### src/rtl/load_store_unit_if.sv
// Memory bus between the load/store unit and the data memory.
//   mem_req    : request valid, held until mem_gnt
//   mem_we     : write strobe (1 = store)
//   mem_addr   : word-aligned byte address
//   mem_be     : byte enables
//   mem_wdata  : lane-replicated store data
//   mem_gnt    : memory accepts the request
//   mem_rvalid : read data valid on mem_rdata
//   mem_rdata  : read data
interface load_store_unit_if;
    logic        mem_req;
    logic        mem_we;
    logic [31:0] mem_addr;
    logic [3:0]  mem_be;
    logic [31:0] mem_wdata;
    logic        mem_gnt;
    logic        mem_rvalid;
    logic [31:0] mem_rdata;

    modport master (
        output mem_req, mem_we, mem_addr, mem_be, mem_wdata,
        input  mem_gnt, mem_rvalid, mem_rdata
    );

    modport slave (
        input  mem_req, mem_we, mem_addr, mem_be, mem_wdata,
        output mem_gnt, mem_rvalid, mem_rdata
    );
endinterface

### src/rtl/load_store_unit.sv
// Load/store unit for the memory stage. It takes one load or store at a
// time from the pipeline, issues it on the memory bus and stalls stages F..M
// until the access completes.
//   clk, reset        : clock, asynchronous active-low reset
//   MemReadM/WriteM   : load / store request (both together is illegal)
//   funct3M           : size/sign (B, H, W, BU, HU)
//   AddrM, WriteDataM : byte address, LSB-justified store data
//   ReadDataM         : extended load result, valid in DONE
//   StallM            : hold the pipeline
//   MisalignM         : one-cycle pulse, access rejected
//   BusErrM           : one-cycle pulse (in DONE) after a read timeout
//   mem               : memory bus (master side)
module load_store_unit #(
    parameter int MAX_WAIT = 15
) (
    input  logic                      clk,
    input  logic                      reset,
    input  logic                      MemReadM,
    input  logic                      MemWriteM,
    input  logic [2:0]                funct3M,
    input  logic [31:0]               AddrM,
    input  logic [31:0]               WriteDataM,
    output logic [31:0]               ReadDataM,
    output logic                      StallM,
    output logic                      MisalignM,
    output logic                      BusErrM,
    load_store_unit_if.master         mem
);
    typedef enum logic [1:0] {IDLE, REQ, WAIT, DONE} state_t;

    typedef struct packed {
        logic [31:0] addr;
        logic [2:0]  f3;
        logic        we;
        logic [3:0]  be;
        logic [31:0] wdata;
    } lsu_req_t;

    localparam logic [7:0] LAST_WAIT = 8'(MAX_WAIT - 1);

    state_t      state_q, state_d;
    lsu_req_t    req_q, req_d;
    logic [7:0]  cnt_q;
    logic [31:0] rdata_q, ld_ext, ld_sh;
    logic        buserr_q;
    logic        op, mis, latch, capture, timeout;

    // Request decode and store formatting, straight from the pipeline inputs.
    always_comb begin
        op  = MemReadM | MemWriteM;
        mis = 1'b0;
        if (MemReadM && MemWriteM)
            mis = 1'b1;
        else if (MemWriteM && !(funct3M inside {3'b000, 3'b001, 3'b010}))
            mis = 1'b1;
        else if (MemReadM && (funct3M inside {3'b011, 3'b110, 3'b111}))
            mis = 1'b1;
        else if (funct3M[1:0] == 2'b01 && AddrM[0])
            mis = 1'b1;
        else if (funct3M[1:0] == 2'b10 && AddrM[1:0] != 2'b00)
            mis = 1'b1;

        req_d.addr = AddrM;
        req_d.f3   = funct3M;
        req_d.we   = MemWriteM;
        case (funct3M[1:0])
            2'b00: begin
                req_d.be    = 4'b0001 << AddrM[1:0];
                req_d.wdata = {4{WriteDataM[7:0]}};
            end
            2'b01: begin
                req_d.be    = 4'b0011 << {AddrM[1], 1'b0};
                req_d.wdata = {2{WriteDataM[15:0]}};
            end
            default: begin
                req_d.be    = 4'b1111;
                req_d.wdata = WriteDataM;
            end
        endcase
    end

    // Load lane extraction uses the latched address, not the live one.
    always_comb begin
        ld_sh = mem.mem_rdata >> {req_q.addr[1:0], 3'b000};
        case (req_q.f3)
            3'b000:  ld_ext = {{24{ld_sh[7]}}, ld_sh[7:0]};
            3'b001:  ld_ext = {{16{ld_sh[15]}}, ld_sh[15:0]};
            3'b100:  ld_ext = {24'd0, ld_sh[7:0]};
            3'b101:  ld_ext = {16'd0, ld_sh[15:0]};
            default: ld_ext = mem.mem_rdata;
        endcase
    end

    always_comb begin
        state_d     = state_q;
        StallM      = 1'b0;
        MisalignM   = 1'b0;
        mem.mem_req = 1'b0;
        latch       = 1'b0;
        capture     = 1'b0;
        timeout     = 1'b0;
        case (state_q)
            IDLE: begin
                if (op && mis) begin
                    MisalignM = 1'b1;
                end else if (op) begin
                    StallM  = 1'b1;
                    latch   = 1'b1;
                    state_d = REQ;
                end
            end
            REQ: begin
                mem.mem_req = 1'b1;
                StallM      = 1'b1;
                if (mem.mem_gnt)
                    state_d = req_q.we ? DONE : WAIT;
            end
            WAIT: begin
                StallM = 1'b1;
                // Data arriving on the final wait cycle beats the timeout.
                if (mem.mem_rvalid) begin
                    capture = 1'b1;
                    state_d = DONE;
                end else if (cnt_q == LAST_WAIT) begin
                    timeout = 1'b1;
                    state_d = DONE;
                end
            end
            default: state_d = IDLE;
        endcase
        // Combinational pulses must also read as inactive while in reset.
        if (!reset) begin
            StallM    = 1'b0;
            MisalignM = 1'b0;
        end
    end

    always_ff @(posedge clk or negedge reset) begin
        if (!reset) begin
            state_q  <= IDLE;
            req_q    <= '0;
            cnt_q    <= '0;
            rdata_q  <= '0;
            buserr_q <= 1'b0;
        end else begin
            state_q  <= state_d;
            buserr_q <= timeout;
            if (latch)
                req_q <= req_d;
            cnt_q <= (state_q == WAIT) ? cnt_q + 8'd1 : 8'd0;
            if (capture)
                rdata_q <= ld_ext;
            else if (timeout)
                rdata_q <= '0;
        end
    end

    assign ReadDataM     = rdata_q;
    assign BusErrM       = buserr_q;
    assign mem.mem_we    = req_q.we;
    assign mem.mem_addr  = {req_q.addr[31:2], 2'b00};
    assign mem.mem_be    = req_q.be;
    assign mem.mem_wdata = req_q.wdata;
endmodule

### src/flat_wrapper.sv
// flat-port wrapper written by rule: the top's interface ports become plain ports
module load_store_unit_flat 
#(
    parameter int MAX_WAIT = 15
)
  (clk, reset, MemReadM, MemWriteM, funct3M, AddrM, WriteDataM, ReadDataM, StallM, MisalignM, BusErrM, mem_mem_req, mem_mem_we, mem_mem_addr, mem_mem_be, mem_mem_wdata, mem_mem_gnt, mem_mem_rvalid, mem_mem_rdata);
  load_store_unit_if mem_i ();
  input  logic clk;
  input  logic reset;
  input  logic MemReadM;
  input  logic MemWriteM;
  input  logic [2:0] funct3M;
  input  logic [31:0] AddrM;
  input  logic [31:0] WriteDataM;
  output logic [31:0] ReadDataM;
  output logic StallM;
  output logic MisalignM;
  output logic BusErrM;
  output wire logic [$bits(mem_i.mem_req)-1:0] mem_mem_req;
  output wire logic [$bits(mem_i.mem_we)-1:0] mem_mem_we;
  output wire logic [$bits(mem_i.mem_addr)-1:0] mem_mem_addr;
  output wire logic [$bits(mem_i.mem_be)-1:0] mem_mem_be;
  output wire logic [$bits(mem_i.mem_wdata)-1:0] mem_mem_wdata;
  input wire logic [$bits(mem_i.mem_gnt)-1:0] mem_mem_gnt;
  input wire logic [$bits(mem_i.mem_rvalid)-1:0] mem_mem_rvalid;
  input wire logic [$bits(mem_i.mem_rdata)-1:0] mem_mem_rdata;
  assign mem_mem_req = mem_i.mem_req;
  assign mem_mem_we = mem_i.mem_we;
  assign mem_mem_addr = mem_i.mem_addr;
  assign mem_mem_be = mem_i.mem_be;
  assign mem_mem_wdata = mem_i.mem_wdata;
  assign mem_i.mem_gnt = mem_mem_gnt;
  assign mem_i.mem_rvalid = mem_mem_rvalid;
  assign mem_i.mem_rdata = mem_mem_rdata;
  load_store_unit #(.MAX_WAIT(MAX_WAIT)) u_core (.clk(clk), .reset(reset), .MemReadM(MemReadM), .MemWriteM(MemWriteM), .funct3M(funct3M), .AddrM(AddrM), .WriteDataM(WriteDataM), .ReadDataM(ReadDataM), .StallM(StallM), .MisalignM(MisalignM), .BusErrM(BusErrM), .mem(mem_i));
endmodule
### config.mk
export PLATFORM = sky130hd
export DESIGN_NAME = load_store_unit_flat
export DESIGN_NICKNAME = d
export VERILOG_FILES = /design/src/rtl/load_store_unit_if.sv /design/src/rtl/load_store_unit.sv /design/src/flat_wrapper.sv
export SDC_FILE = /design/constraint.sdc
export NUM_CORES = 1
export LEC_CHECK = 0
export CAP_MARGIN = 30
export CORE_ASPECT_RATIO = 1.4
export CORE_MARGIN = 4
export CORE_UTILIZATION = 42
export DETAILED_ROUTE_END_ITERATION = 7
export PLACE_DENSITY = 0.77
export REMOVE_ABC_BUFFERS = 1
export SLEW_MARGIN = 20
export SYNTH_ARGS = -nofsm -noshare
export SYNTH_HDL_FRONTEND = slang
export SYNTH_SLANG_ARGS = --single-unit
export TNS_END_PERCENT = 50
### constraint.sdc
create_clock -name clk -period 2.1 [get_ports clk]
set_clock_uncertainty 0.2 [all_clocks]
set_input_delay 0.42 -clock clk [delete_from_list [all_inputs] [get_ports clk]]
set_output_delay 0.42 -clock clk [all_outputs]
set_load 0.05 [all_outputs]
Word level (Yosys, flattened, before mapping)
Cells that the tools add are included.
{"block": "totals", "regBits": 115, "input_bits": 105, "output_inout_bits": 105, "elab_cells": 79}
{"block": "classes", "add_sub_neg": 1, "n_eq_ne": 17, "shifts": 3, "muxes": 31, "bitwise_logic": 1, "reduce_logical": 17}
{"operator": "32-bit one-hot mux with 4 select lines", "n": 1}
{"operator": "36-bit one-hot mux with 2 select lines", "n": 1}
{"operator": "32-bit 2-to-1 mux", "n": 2}
{"operator": "32-bit by 5-bit >> shifter with 16-bit output", "n": 1}
{"operator": "1-bit 2-to-1 mux", "n": 19}
{"operator": "3-bit == test (second input constant)", "n": 4}
{"operator": "2-bit 2-to-1 mux", "n": 5}
{"operator": "8-bit by 1-bit adder with 8-bit output (second input constant)", "n": 1}
{"operator": "8-bit by 4-bit == test with 1-bit output (second input constant)", "n": 1}
{"operator": "8-bit 2-to-1 mux", "n": 1}
{"operator": "3-bit by 1-bit == test with 1-bit output (second input constant)", "n": 2}
{"operator": "3-bit by 2-bit == test with 1-bit output (second input constant)", "n": 2}
{"operator": "1-bit logical AND", "n": 6}
{"operator": "3-bit logical NOT", "n": 2}
{"operator": "2-bit one-hot mux with 3 select lines", "n": 1}
{"operator": "3-bit nonzero test", "n": 2}
{"operator": "2-bit by 1-bit == test with 1-bit output (second input constant)", "n": 2}
{"operator": "2-bit == test (second input constant)", "n": 2}
{"operator": "2-bit logical NOT", "n": 2}
{"operator": "2-bit != test (second input constant)", "n": 2}
{"operator": "4-bit AND reduction", "n": 1}
{"operator": "2-bit nonzero test", "n": 2}
{"operator": "1-bit by 2-bit left shift with 4-bit output (first input constant)", "n": 1}
{"operator": "2-bit by 2-bit left shift with 4-bit output (first input constant)", "n": 1}
{"operator": "other kinds (6)", "n": 6}

Depth between registers and ports, before layout
{"block": "depth", "word_depth": 11, "depth_mapped": 8, "ltp_nobuf": 6}

Worst setup path before layout
OpenSTA, ideal clock, no wires.
{"block": "synth_path", "kind": "input-to-output", "start": "input funct3M[0]", "end": "output MisalignM", "t_arrival_ns": 2.201, "required_ns": 1.480, "path_slack_ns": -0.721, "stages": 5, "path_buffers": 1, "path_cell_list": "buf_2 -> nand2b_1 -> o211ai_1 -> nor2_1 -> nor3b_1"}
{"block": "synth_via", "elab_chain_len": 11, "word_cells_on_any_way": 24, "cone_classes": "7 x eq/ne; 8 x mux; 9 x reduce/logical"}
{"item": "from (decl)", "line": "flat_wrapper.sv:12", "text": "input logic [2:0] funct3M;"}
{"item": "2-bit == test", "line": "load_store_unit.sv:60", "text": "else if (funct3M[1:0] == 2'b10 && AddrM[1:0] != 2'b00)"}
{"item": "1-bit logical AND", "line": "load_store_unit.sv:60"}
{"item": "1-bit 2-to-1 mux", "line": "load_store_unit.sv:60"}
{"item": "1-bit 2-to-1 mux", "line": "load_store_unit.sv:58", "text": "else if (funct3M[1:0] == 2'b01 && AddrM[0])"}
{"item": "1-bit 2-to-1 mux", "line": "load_store_unit.sv:56", "text": "else if (MemReadM && (funct3M inside {3'b011, 3'b110, 3'b111}))"}
{"item": "1-bit 2-to-1 mux (*)", "line": "load_store_unit.sv:54", "text": "else if (MemWriteM && !(funct3M inside {3'b000, 3'b001, 3'b010}))"}
{"item": "1-bit 2-to-1 mux (*)", "line": "load_store_unit.sv:52", "text": "if (MemReadM && MemWriteM)"}
{"item": "1-bit logical AND (*)", "line": "load_store_unit.sv:104", "text": "if (op && mis) begin"}
{"item": "1-bit 2-to-1 mux (*)", "line": "load_store_unit.sv:104"}
{"item": "1-bit 2-to-1 mux (*)", "line": "load_store_unit.sv:102", "text": "case (state_q)"}
{"item": "1-bit 2-to-1 mux (*)", "line": "load_store_unit.sv:132", "text": "if (!reset) begin"}
{"item": "to (decl)", "line": "flat_wrapper.sv:17", "text": "output logic MisalignM;"}
Every way passes the cells marked *; elsewhere a longest branch is shown, timed or not.

Final worst setup path
{"block": "layout_path", "start": "register u_core.state_q[1]", "end": "output MisalignM"}
{"block": "layout_via", "elab_chain_len": 3}
{"item": "from (decl)", "line": "load_store_unit.sv:41", "text": "state_t state_q, state_d;"}
{"item": "from (signal assigned)", "line": "load_store_unit.sv:146", "text": "state_q <= state_d;"}
{"item": "2-bit logical NOT", "line": "load_store_unit.sv:102"}
{"item": "1-bit 2-to-1 mux", "line": "load_store_unit.sv:102"}
{"item": "1-bit 2-to-1 mux", "line": "load_store_unit.sv:132"}
No other way between the ends.

==> metrics <==
status=finished with violations; failing checks=setup timing; Area after DPL=~0.0082 mm2; Initial Utilization=42.5%; worst slew pin tran=567 ps; fillcell total=1188; synthesized cell area=approximately 0.0064 mm2; post-layout minimum cycle time=between 2000 and 2500 ps; hold path depth=2; Metal-1 WL=around 6700 um; top sig layer=met4; final instance area=0.00927 mm2; Setup-failing EPs final=3; root buf cell=clkbuf_16; Worst-path clk slew=~50 ps; layout cells sized above 1=42.4%; row count=53; CTS sink count=between 100 and 150; Distinct cells, synth=49; startpoint type of the worst setup path=flip-flop; area leader, netlist=dfrtp_1; max frequency=444 MHz; I/O pins=210; area share of the largest cell type after synthesis=between 40% and 50%; vias in the first global route=5384; core area=0.0150 mm2; vias=a little under 5000; global-route wire length before repair=about 29000 um; max_slew headroom=62.1%; Tot GR Track Use=between 20% and 30%; maximum vdd ir drop=1.65 mV; pwr dens=1790 mW/mm2; Max-cap violations=0; Place WS=-556 ps; chip height=about 150 um; die area=between 0.015 and 0.02 mm2; ant diodes=0; Routed WL per cell=18.9 um; period utilisation layout=107%; hold path start=MemWriteM; DRC=0; yosys warns=0; die span in x=112 um; Routability Congestion=0.895; initial antenna violation count=0; H-tree levels=4; R2R Path Start=u_core.state_q[1]; met2 wire len=approximately 9600 um; WL final=roughly 18000 um; WS Path Type=reg -> out; Layout area overhead=45.5%; PortBufs=207; FF-to-FF End=u_core.state_q[0]; type of the most critical hold path=in -> reg; cell internal pwr=a little over 9 mW; Sw Ratio=between 40 and 50%; grt total ovfl=0; count leader, synth=dfrtp_1; Iter 0 DRT Violations=roughly 210; Antenna Nets Post-Route=0; data arrival time of the critical path=roughly 1600 ps; Post-synth EDFFs=0; Synth top cells by count=dfrtp_1 (115), buf_4 (69), mux2_4 (67), nand2_1 (39), inv_1 (26); Synth area leaders=dfrtp_1 (45%), mux2_4 (16%), buf_4 (8.1%), mux2_2 (3.4%), mux2i_1 (3.0%); clock share of power=between 20% and 30%; Reg2Reg Setup Slack=-100 ps; crit end category=output pin; Hold EP=u_core.mem.mem_we; largest net degree at the start of global routing=105; RSZ-0062 raised after global routing=yes; hpwl dp=12900 um; Post-synth top flop=dfrtp_1; CP Max Fanout=2; Via density=5.12; Final Net Count=850; worst skew pair latency=a little over 400 ps; Critical Path RT=approximately 1500 ps; combinational power share=a little under three fifths; total CTS buffers=17; Final Slew Violations=0; Synth Register Bits=115; final worst slack=-154 ps; hold slack=between 150 and 200 ps; 1st-pass router iterations=4; Post-Syn Instances=~540; Synth async-reset ratio=100%; Fin. Hold Viols=0; r2r worst-path depth=7; CTS tree=yes; worst-case clock buffer depth=2; met3 WL=about 1100 um; Seq pwr share=24.3%; Avg Inst Size Synth=between 10 and 15 um2; Static Leak=4.29 nW; Seq/Total Area, Yosys=45.2%; sw power=about 7.3 mW
cell families (layout without fill, tap and decap cells):
logic type / Yosys count / count (layout) / share of synthesized area (%)
buf+inv: 123 / 333 / 12.2
flops: 115 / 115 / 45.2
mux: 107 / 107 / 22.7
simple gates: 100 / 100 / 8.23
compound gates: 83 / 83 / 9.62
fa+ha+maj: 6 / 6 / 1.18
xor+xnor: 6 / 6 / 0.825
other cells: 1 / 2 / 0.0588
worst max-delay path: stages, from the launching register on:
cell	delay (ps)
dfrtp_1	400
inv_2	80
ha_4	140
o21ai_4	70
buf_6	120
nor3b_2	140
buf_4	140
buf_12	120
repair_timing:
item / CTS / global route
pin swaps: 8 / 8
setup buffers: 15 / 3
cloned: 3 / 0
resized for setup: 39 / 26
setup endpoints to repair: 75 / 77
hold endpoints to repair: 11 / 0
hold buffers: 2 / 0
registers in the layout (all words and copies together), names as in the netlist:
| signal | count |
|---|---|
| u_core.BusErrM | 1 |
| u_core.ReadDataM | 32 |
| u_core.cnt_q | 8 |
| u_core.mem.mem_addr | 30 |
| u_core.mem.mem_be | 4 |
| u_core.mem.mem_wdata | 32 |
| u_core.mem.mem_we | 1 |
| u_core.req_q | 5 |
| u_core.state_q | 2 |
layer usage:
layer / track usage, % / vias up
li1: - / 2227
met1: 22.8 / 2362
met2: 37.3 / 198
met3: 5.63 / 45
met4: 8.82 / 0
met5: 0 / -
placed cells by master (no fill, tap or decap), types with 7 or more instances in the layout:
cell type / synthesis / routed
mux2_2: 19 / 18
mux2i_1: 19 / 19
dfrtp_1: 115 / 115
o21ai_0: 19 / 17
clkdlybuf4s50_1: 0 / 96
nand2b_1: 10 / 9
and3_1: 8 / 8
buf_4: 69 / 147
nand2_1: 39 / 39
o221ai_1: 16 / 16
o211ai_1: 9 / 9
o2bb2ai_1: 11 / 11
a21oi_1: 8 / 8
and2_1: 7 / 7
buf_12: 0 / 13
nor2_1: 11 / 10
mux2_4: 67 / 68
inv_1: 26 / 24
clkbuf_16: 0 / 17
layout make-up:
cell class	instances	area, um2	share of cell area [%]
clock buffers	18	439	4.74
repair buffers	275	2550	27.5
inverters	26	97.6	1.05
multi-input cells	304	2840	30.6
clock inverters	14	233	2.51
flip-flops and latches	115	2880	31.0
well taps	192	240	2.59
power groups by stage:
stage                     sequential (mW)  combinational [mW]  clock (mW)
after floorplan                      7.19                2.68           0
after global placement               3.98                8.67           0
after detailed placement             4.01                8.85           0
after CTS                            4.02                9.20        3.35
after global routing                 4.13                9.64        3.46
final                                4.02                9.24        3.32
metrics by stage:
stage,utilization [%],std cells,TNS (ps),total power [mW]
final,61.8,944,-396,16.6
after global routing,61.8,944,-552,17.2
after CTS,61.7,943,-5780,16.6
after detailed placement,54.9,892,-45260,12.9
after global placement,54.9,892,-38270,12.7
after floorplan,-,445,-552370,9.87
how the worst max path moves through the flow:
stage	slack [ps]	to	startpoint
global route	-220	MisalignM	u_core.state_q[0]
finish	-150	MisalignM	u_core.state_q[1]
detailed placement	-560	u_core.mem.mem_addr[18]	MemReadM
floorplan	-7750	StallM	MemReadM
global placement	-510	MisalignM	funct3M[0]
CTS	-230	StallM	u_core.state_q[1]
Note: power is estimated with default switching activity, not from simulation.
